$ cat src/rtl/ifc_cpu.sv
// ifc_cpu -- information-flow-tracking CPU datapath.
//
// Every register holds a DATA_W value plus a LABEL_W security level. Labels
// are totally ordered (0 = public, all-ones = top secret) and combine by max.
// A context label tracks implicit flow through SKIP shadows, so writes that
// depend on a secret branch condition are tagged secret.
//
// Ports:
//   clk, reset          clock, synchronous active-high reset
//   instr_valid_i       instruction present this cycle
//   opcode_i            operation
//   dst_i/src1_i/src2_i register indices
//   imm_i               immediate (skip count / classify level)
//   high_i, low_i       secret / public inputs
//   high_o              OUT_HIGH value
//   low_o               OUT_LOW value, forced to 0 when its label is nonzero
//   low_blocked_o       OUT_LOW label nonzero
//   ctx_label_o         current context label
//   shadow_o            skip shadow active
module ifc_cpu #(
   parameter int DATA_W  = 8,
   parameter int LABEL_W = 2,
   parameter int NUM_GPR = 4,
   parameter int IMM_W   = 3,
   parameter int REG_W   = $clog2(5 + NUM_GPR)
) (
   input  logic               clk,
   input  logic               reset,
   input  logic               instr_valid_i,
   input  logic [3:0]         opcode_i,
   input  logic [REG_W-1:0]   dst_i,
   input  logic [REG_W-1:0]   src1_i,
   input  logic [REG_W-1:0]   src2_i,
   input  logic [IMM_W-1:0]   imm_i,
   input  logic [DATA_W-1:0]  high_i,
   input  logic [DATA_W-1:0]  low_i,
   output logic [DATA_W-1:0]  high_o,
   output logic [DATA_W-1:0]  low_o,
   output logic               low_blocked_o,
   output logic [LABEL_W-1:0] ctx_label_o,
   output logic               shadow_o
);

   // State slot k holds architectural register k+3 (OUT_HIGH, OUT_LOW, GPRs).
   localparam int NST  = NUM_GPR + 2;
   localparam int MAXL = (2 ** LABEL_W) - 1;

   logic [DATA_W-1:0]  val_q [NST];
   logic [DATA_W-1:0]  val_d [NST];
   logic [LABEL_W-1:0] lab_q [NST];
   logic [LABEL_W-1:0] lab_d [NST];
   logic [IMM_W-1:0]   cnt_q, cnt_d;
   logic [LABEL_W-1:0] ctx_q, ctx_d;
   logic               act_q, act_d;

   logic [DATA_W-1:0]  s1_val, s2_val, res_val;
   logic [LABEL_W-1:0] s1_lab, s2_lab, res_lab, cls_lab;
   logic               wr_en, is_skip, exec;
   logic [IMM_W-1:0]   cnt_dec;

   function automatic logic [LABEL_W-1:0] join_l(input logic [LABEL_W-1:0] a,
                                                  input logic [LABEL_W-1:0] b);
      return (a > b) ? a : b;
   endfunction

   // Operand read: inputs are combinational, unmapped indices read as ZERO.
   always_comb begin
      s1_val = '0;
      s1_lab = '0;
      s2_val = '0;
      s2_lab = '0;
      if (src1_i == REG_W'(1)) begin
         s1_val = high_i;
         s1_lab = '1;
      end else if (src1_i == REG_W'(2)) begin
         s1_val = low_i;
      end
      if (src2_i == REG_W'(1)) begin
         s2_val = high_i;
         s2_lab = '1;
      end else if (src2_i == REG_W'(2)) begin
         s2_val = low_i;
      end
      for (int k = 0; k < NST; k++) begin
         if (int'(src1_i) == k + 3) begin
            s1_val = val_q[k];
            s1_lab = lab_q[k];
         end
         if (int'(src2_i) == k + 3) begin
            s2_val = val_q[k];
            s2_lab = lab_q[k];
         end
      end
   end

   // ALU result and label before the context join.
   always_comb begin
      res_val = '0;
      res_lab = '0;
      wr_en   = 1'b0;
      is_skip = 1'b0;
      cls_lab = (int'(imm_i) > MAXL) ? LABEL_W'(MAXL) : LABEL_W'(imm_i);
      case (opcode_i)
         4'd1: begin res_val = s1_val;          res_lab = s1_lab;                 wr_en = 1'b1; end
         4'd2: begin res_val = ~s1_val;         res_lab = s1_lab;                 wr_en = 1'b1; end
         4'd3: begin res_val = s1_val & s2_val; res_lab = join_l(s1_lab, s2_lab); wr_en = 1'b1; end
         4'd4: begin res_val = s1_val | s2_val; res_lab = join_l(s1_lab, s2_lab); wr_en = 1'b1; end
         4'd5: begin res_val = s1_val ^ s2_val; res_lab = join_l(s1_lab, s2_lab); wr_en = 1'b1; end
         4'd6: begin res_val = s1_val + s2_val; res_lab = join_l(s1_lab, s2_lab); wr_en = 1'b1; end
         4'd7: begin res_val = s1_val;          res_lab = join_l(s1_lab, cls_lab); wr_en = 1'b1; end
         4'd8: begin res_val = DATA_W'(s1_lab); res_lab = '0;                     wr_en = 1'b1; end
         4'd9: is_skip = 1'b1;
         default: ;
      endcase
   end

   // Next state: register writes and shadow bookkeeping.
   always_comb begin
      val_d   = val_q;
      lab_d   = lab_q;
      cnt_d   = cnt_q;
      ctx_d   = ctx_q;
      act_d   = act_q;
      cnt_dec = cnt_q - IMM_W'(1);
      // Inside an active (taken) shadow the instruction still costs a cycle
      // but behaves as NOP.
      exec    = instr_valid_i && !((cnt_q != '0) && act_q);

      if (exec && wr_en) begin
         for (int k = 0; k < NST; k++) begin
            if (int'(dst_i) == k + 3) begin
               val_d[k] = res_val;
               lab_d[k] = join_l(res_lab, ctx_q);
            end
         end
      end

      if (instr_valid_i) begin
         if (cnt_q != '0) begin
            cnt_d = cnt_dec;
            if (exec && is_skip) begin
               // Nested skip: window can only extend; the condition takes
               // over only if the new window covers the rest of the old one.
               if (imm_i > cnt_dec) cnt_d = imm_i;
               if (imm_i >= cnt_dec) act_d = (s1_val != '0);
               ctx_d = join_l(ctx_q, s1_lab);
            end
         end else if (is_skip) begin
            // The window opens regardless of the condition, so its length
            // never reveals the condition.
            cnt_d = imm_i;
            act_d = (s1_val != '0);
            ctx_d = join_l(ctx_q, s1_lab);
         end
         if (cnt_d == '0) begin
            ctx_d = '0;
            act_d = 1'b0;
         end
      end
   end

   always_ff @(posedge clk) begin
      if (reset) begin
         for (int k = 0; k < NST; k++) begin
            val_q[k] <= '0;
            lab_q[k] <= '0;
         end
         cnt_q <= '0;
         ctx_q <= '0;
         act_q <= 1'b0;
      end else begin
         for (int k = 0; k < NST; k++) begin
            val_q[k] <= val_d[k];
            lab_q[k] <= lab_d[k];
         end
         cnt_q <= cnt_d;
         ctx_q <= ctx_d;
         act_q <= act_d;
      end
   end

   assign high_o        = val_q[0];
   assign low_blocked_o = (lab_q[1] != '0);
   assign low_o         = low_blocked_o ? '0 : val_q[1];
   assign ctx_label_o   = ctx_q;
   assign shadow_o      = (cnt_q != '0);

endmodule

$ cat config.mk
export PLATFORM = sky130hd
export DESIGN_NAME = ifc_cpu
export DESIGN_NICKNAME = d
export VERILOG_FILES = /design/src/rtl/ifc_cpu.sv
export SDC_FILE = /design/constraint.sdc
export NUM_CORES = 1
export LEC_CHECK = 0
export ABC_AREA = 1
export BUFFER_PORTS_ARGS = -buffer_cell sky130_fd_sc_hd__clkbuf_2
export CAP_MARGIN = 20
export CORE_AREA = 4 4 115 144
export DETAILED_ROUTE_END_ITERATION = 6
export DIE_AREA = 0 0 119 148
export SLEW_MARGIN = 20
export SYNTH_ARGS = -nofsm -noshare
export SYNTH_HDL_FRONTEND = slang
export SYNTH_SLANG_ARGS = --single-unit
$ cat constraint.sdc
create_clock -name clk -period 3 [get_ports clk]
set_input_delay 0.6 -clock clk [delete_from_list [all_inputs] [get_ports clk]]
set_output_delay 0.6 -clock clk [all_outputs]
set_load 0.02 [all_outputs]
=== Word level (Yosys, flattened, before mapping) ===
Index checks and enable logic that the tools add are counted.

* Register bits after elaboration: 66
* Bits in latches: 0
* RAM bits: 0
* Bits in read-only memories: 0
* Output and inout bits: 20
* Logic and storage cells: 137
* Memories kept: 0

* $add $sub $neg: 2
* $mul: 0
* Div/mod/pow operators: 0
* Order comparisons: 7
* Eq/ne operators: 33
* Shifts and indexed selects: 0
* Mux-type cells: 54
* Bitwise gates (word level): 4
* Reductions and logical operators: 22

{| class="wikitable"
|+ Operator list
! cell !! count
|-
| 2-to-1 mux 8 bit || 17
|-
| equality test 4 bit, second input constant || 17
|-
| one-hot mux 8 bit (7 select lines) || 1
|-
| 2-to-1 mux 2 bit || 23
|-
| equality test 4 x 3 -> 1 bit, second input constant || 7
|-
| equality test 4 x 2 -> 1 bit, second input constant || 4
|-
| 2-to-1 mux 3 bit || 5
|-
| equality test 4 x 1 -> 1 bit, second input constant || 3
|-
| AND reduction 2 bit || 6
|-
| adder 8 bit || 1
|-
| AND 8 bit || 1
|-
| greater-than comparator 2 bit || 4
|-
| NOT 8 bit || 1
|-
| bitwise OR 8 bit || 1
|-
| nonzero test 8 bit || 1
|-
| OR reduction 8 bit || 1
|-
| bitwise XOR 8 bit || 1
|-
| 2-to-1 mux 1 bit || 7
|-
| inequality test 3 x 1 -> 1 bit, second input constant || 2
|-
| one-hot mux 2 bit (3 select lines) || 1
|-
| nonzero test 3 bit || 2
|-
| logical AND 1 bit || 4
|-
| AND reduction 4 bit || 1
|-
| OR reduction 2 bit || 2
|-
| 9 further kinds || 9
|}

=== Logic depth before layout (Yosys ltp) ===
* Word-level depth: 14
* Depth in mapped cells: 25

=== Worst setup path after synthesis ===
No wires, ideal clock.

* Path kind: in2reg
* Start point: input port src2_i[3]
* End point: register val_q, in the netlist high_o[6]
* Data arrival time: 3.116 ns
* Data required time: 2.887 ns
* Slack: -0.230 ns
* Stages on the path: 21
* Path buffers: 0
* Cell sequence: inv_1 nand2_1 inv_1 nand2_1 nor2_1 a2111oi_0 o211ai_1 o21ai_0 inv_1 ha_1 fa_1 nand3_1 nand2_1 nand2_1 nand2_1 a21oi_1 nand2_1 nand3_1 nand4_4 o21ai_1 inv_1

* Longest elaborated chain between the ends: 11
* Elaborated cells on any way between the ends: 21
* Classes of those cells: add/sub: 1; eq/ne: 8; mux: 9; bitwise: 3

{| class="wikitable"
|+ Ends and longest elaborated chain
! element !! line !! RTL
|-
| start, declared || 33 || <nowiki>input logic [REG_W-1:0] src2_i,</nowiki>
|-
| equality test 4 x 2 -> 1 bit || 81 || <nowiki>end else if (src2_i == REG_W'(2)) begin</nowiki>
|-
| 2-to-1 mux 8 bit || 81 ||
|-
| 2-to-1 mux 8 bit || 78 || <nowiki>if (src2_i == REG_W'(1)) begin</nowiki>
|-
| 2-to-1 mux 8 bit (5 in series) || 89 || <nowiki>if (int'(src2_i) == k + 3) begin</nowiki>
|-
| 2-to-1 mux 8 bit * || 89 ||
|-
| adder 8 bit (tied with other cells) || 109 || <nowiki>4'd6: begin res_val = s1_val + s2_val; res_lab = join_l(s1_lab, s2_lab); wr_en = 1'b1; end</nowiki>
|-
| one-hot mux 8 bit (7 select lines) * || 103 || <nowiki>case (opcode_i)</nowiki>
|-
| end signal, assigned by index || 173 || <nowiki>val_q[k] <= val_d[k];</nowiki>
|-
| end, declared || 48 || <nowiki>logic [DATA_W-1:0] val_q [NST];</nowiki>
|}

Mark *: on every way between the ends. The rest lies on a longest branch, timed or not.
A chain may end at the register's enable or synchronous reset.

=== Worst setup path after layout ===
* Start point: input port src2_i[3]
* End point: register val_q[14] in the netlist's numbering

The elaborated chain is that of the path after synthesis.

==> metrics <==
initial antenna violation count 0; f_max 0.328 GHz; routing usage on met2 38.6%; Via density 4.94; Final Skew 0.00817 ns; Longest Clk Path Bufs 2; Adder-Cell Fraction of Synth Area 7.21%; row count 50; Starting Density 38.7%; Worst setup SP type input pin; mux contribution to synthesized area 0%; RSZ-0062 raised after global routing true; clock latency of the later-clocked register in the worst-skew pair 0.35 ns; worst min path class flip-flop to flip-flop; met3 GRT Util 3.21%; fin nets 1148; top-count cell post-synth inv_1; status complete, but fails checks; Net Sw Power 924 uW; sequential area share after synthesis 22.7%; CP Capture Type flip-flop; syn nets 972; number of synthesized flops with an enable pin 0; Die H 148 um; Hold Vio Cnt, Final 0; wire length per cell 14.3 um; Antenna Violating Nets Remaining 0; simple-gate area share of the yosys netlist 34.1%; M1 GR Usage 23.0%; TritonCTS buffer count 9; shortest period the worst path allows 3.05 ns; arrival time at the worst endpoint 3.29 ns; gr ovfl total 0; ranking of synthesized cells by area dfxtp_1 (23%), inv_1 (11%), nand2_1 (8.6%), ha_1 (6.9%), nor2_1 (5.9%); Synth top area share 22.7%; Syn Area/Cell 6.47 um^2; H-Tree Level Count 3; Final Cycle Share 102%; largest family of logic cells by synthesized area simple AND/OR/NAND/NOR gates; mapped cell area 5830 um^2; Synth Instances 901; Worst-path clk slew 0.06 ns; worst-margin pin slew 0.887 ns; Fin Setup TNS -0.315 ns; area leader, netlist dfxtp_1; Ys Warns 0; PortBufs 57; sw frac 32.9%; Synth Area in Compound Gates 20.3%; non-filler cells, final 1290; Top Ports 58; DR pass1 iterations 5; Sink Count 66; total number of vias 6367; Crit Path Class input pin to flip-flop; commonest cells in the netlist inv_1 (174), nand2_1 (133), nor2_1 (91), dfxtp_1 (66), a21oi_1 (59); largest net degree at the start of global routing 38; first-pass GRT wire length 29400 um; Slew headroom 40.8%; Placed Instances 1245; sequential share of power 32.4%; drc violations 0; post-synthesis xor/xnor area fraction 0.150%; Slew Limit Fails 0; peak supply drop 0.000246 V; Synth async-reset ratio 0%; Final WS setup -0.0507 ns; DIE WIDTH 119 um; CTS root buf clkbuf_16; #FFs+latches synth 66; Max-Cap Viols 0; Netlist cell types 48; ys flop type dfxtp_1; share of cells above drive strength 1 38.0%; P per Cell Area 342 nW/um^2; CTS tree built; Core ar. 15100 um^2; Starting DRT DRC Count 337; failing checks setup timing; GR peak layer met2; Crit path required time 3.24 ns; vias in the first global route 6111; CP Max Fanout 6; final setup fails 9; post-DP HPWL 14200 um; combinational share of power 29.5%; clock share of power 38.1%; die area 17600 um^2; All-Layer GR Usage 20.6%; Diodes inserted 0; Detailed Route WL 18500 um; internal power 1.88 mW; leak pwr 4.04 nW; Synth-to-Final Area Change 40.7%; Routability Congestion 0.937
[layout make-up]
class                           instances  area, um^2
Clock buffer                           10         229
Sequential cell                        66        1320
Inverter                              200         766
Fill cell                            1500        6870
Tap cell                              208         260
Clock inverter                          6        67.6
Timing Repair Buffer                  191        1460
Multi-Input combinational cell        609        4110
[cell families (layout without fill, tap and decap cells)]
| group | count (synthesis) | in the layout |
|---|---|---|
| adder cells (fa/ha/maj) | 33 | 33 |
| AO/OA/AOI/OAI | 200 | 200 |
| XOR/XNOR | 1 | 1 |
| flip-flops | 66 | 66 |
| buffers and inverters | 226 | 407 |
| AND/OR/NAND/NOR | 375 | 375 |
[final timing paths]
kind         slack, ns  startpoint        end  cells after the start
min reg2reg       0.47       act_q      act_q                      2
min               0.47       act_q      act_q                      2
max              -0.05   src2_i[3]  val_q[14]                     23
max reg2reg       0.20   val_q[32]  val_q[14]                     18
[power groups by stage]
stage	Combinational, mW	Sequential, mW	Clock [mW]
final	0.829	0.909	1.07
after floorplan	0.467	0.929	0
after global routing	0.917	0.911	1.13
after global placement	0.717	0.927	0
after detailed placement	0.721	0.927	0
after CTS	0.787	0.909	1.09
[flip-flops by register name, indices dropped and copies added, names as in the netlist]
| signal | cells |
|---|---|
| lab_q | 12 |
| val_q | 40 |
| act_q | 1 |
| cnt_q | 3 |
| ctx_label_o | 2 |
| high_o | 8 |
[metal layers]
metal	vias to the layer above	routed length, um
met1	2909	7570
met4	0	596
met5	-	0
met2	167	9530
li1	3251	-
met3	40	794
[stage by stage]
stage               hold WS, ns  util, %  total power [mW]  setup slack (ns)  cell area (um^2)
floorplan                 0.444        -              1.40           -0.0112              5910
global placement          0.459     47.3              1.64            -0.646              7130
detailed placement        0.465     47.3              1.65            -0.639              7130
CTS                       0.475     52.3              2.79           -0.0437              7880
global route              0.514     54.4              2.96            -0.270              8210
finish                    0.468     54.4              2.81           -0.0507              8210
[placed cells by master (no fill, tap or decap), types with 7 or more instances in the layout]
cell and n:
o21ai_2 20, nor2_2 13, buf_12 7, o211ai_1 9, nor2_4 13, o21bai_1 8
nand3_2 18, nand4_1 15, ha_4 7, nand2_1 120, a21oi_1 53, o21ai_0 34
nand2_4 9, inv_2 33, o21ai_1 34, inv_1 163, a21oi_2 17, ha_1 25
clkbuf_16 10, nor2_1 81, buf_6 8, nand2_2 29, dfxtp_1 66, clkbuf_2 51
nand3_1 43, buf_4 121
[critical path, stage by stage]
cell and delay, ns:
clkbuf_16 0.11, inv_4 0.04, nand2_8 0.07, inv_8 0.05, nand2_8 0.06, buf_6 0.11
nor2_4 0.04, a2111oi_4 0.31, o211ai_1 0.13, o21ai_1 0.13, inv_1 0.10, ha_4 0.17
fa_2 0.37, nand3_2 0.11, nand2_2 0.06, nand2_2 0.09, nand2_2 0.06, a21oi_2 0.14
nand2_1 0.08, nand3_2 0.09, nand4_4 0.14, o21ai_1 0.16, inv_1 0.05
[timing repair]
| action | in CTS | in global routing |
|---|---|---|
| pin swaps | 50 | 55 |
| hold buffers | 0 | 0 |
| setup endpoints to repair | 42 | 48 |
| setup buffers | 21 | 9 |
| gates resized for setup | 65 | 69 |
No activity file was read; power rests on OpenSTA's default activity.
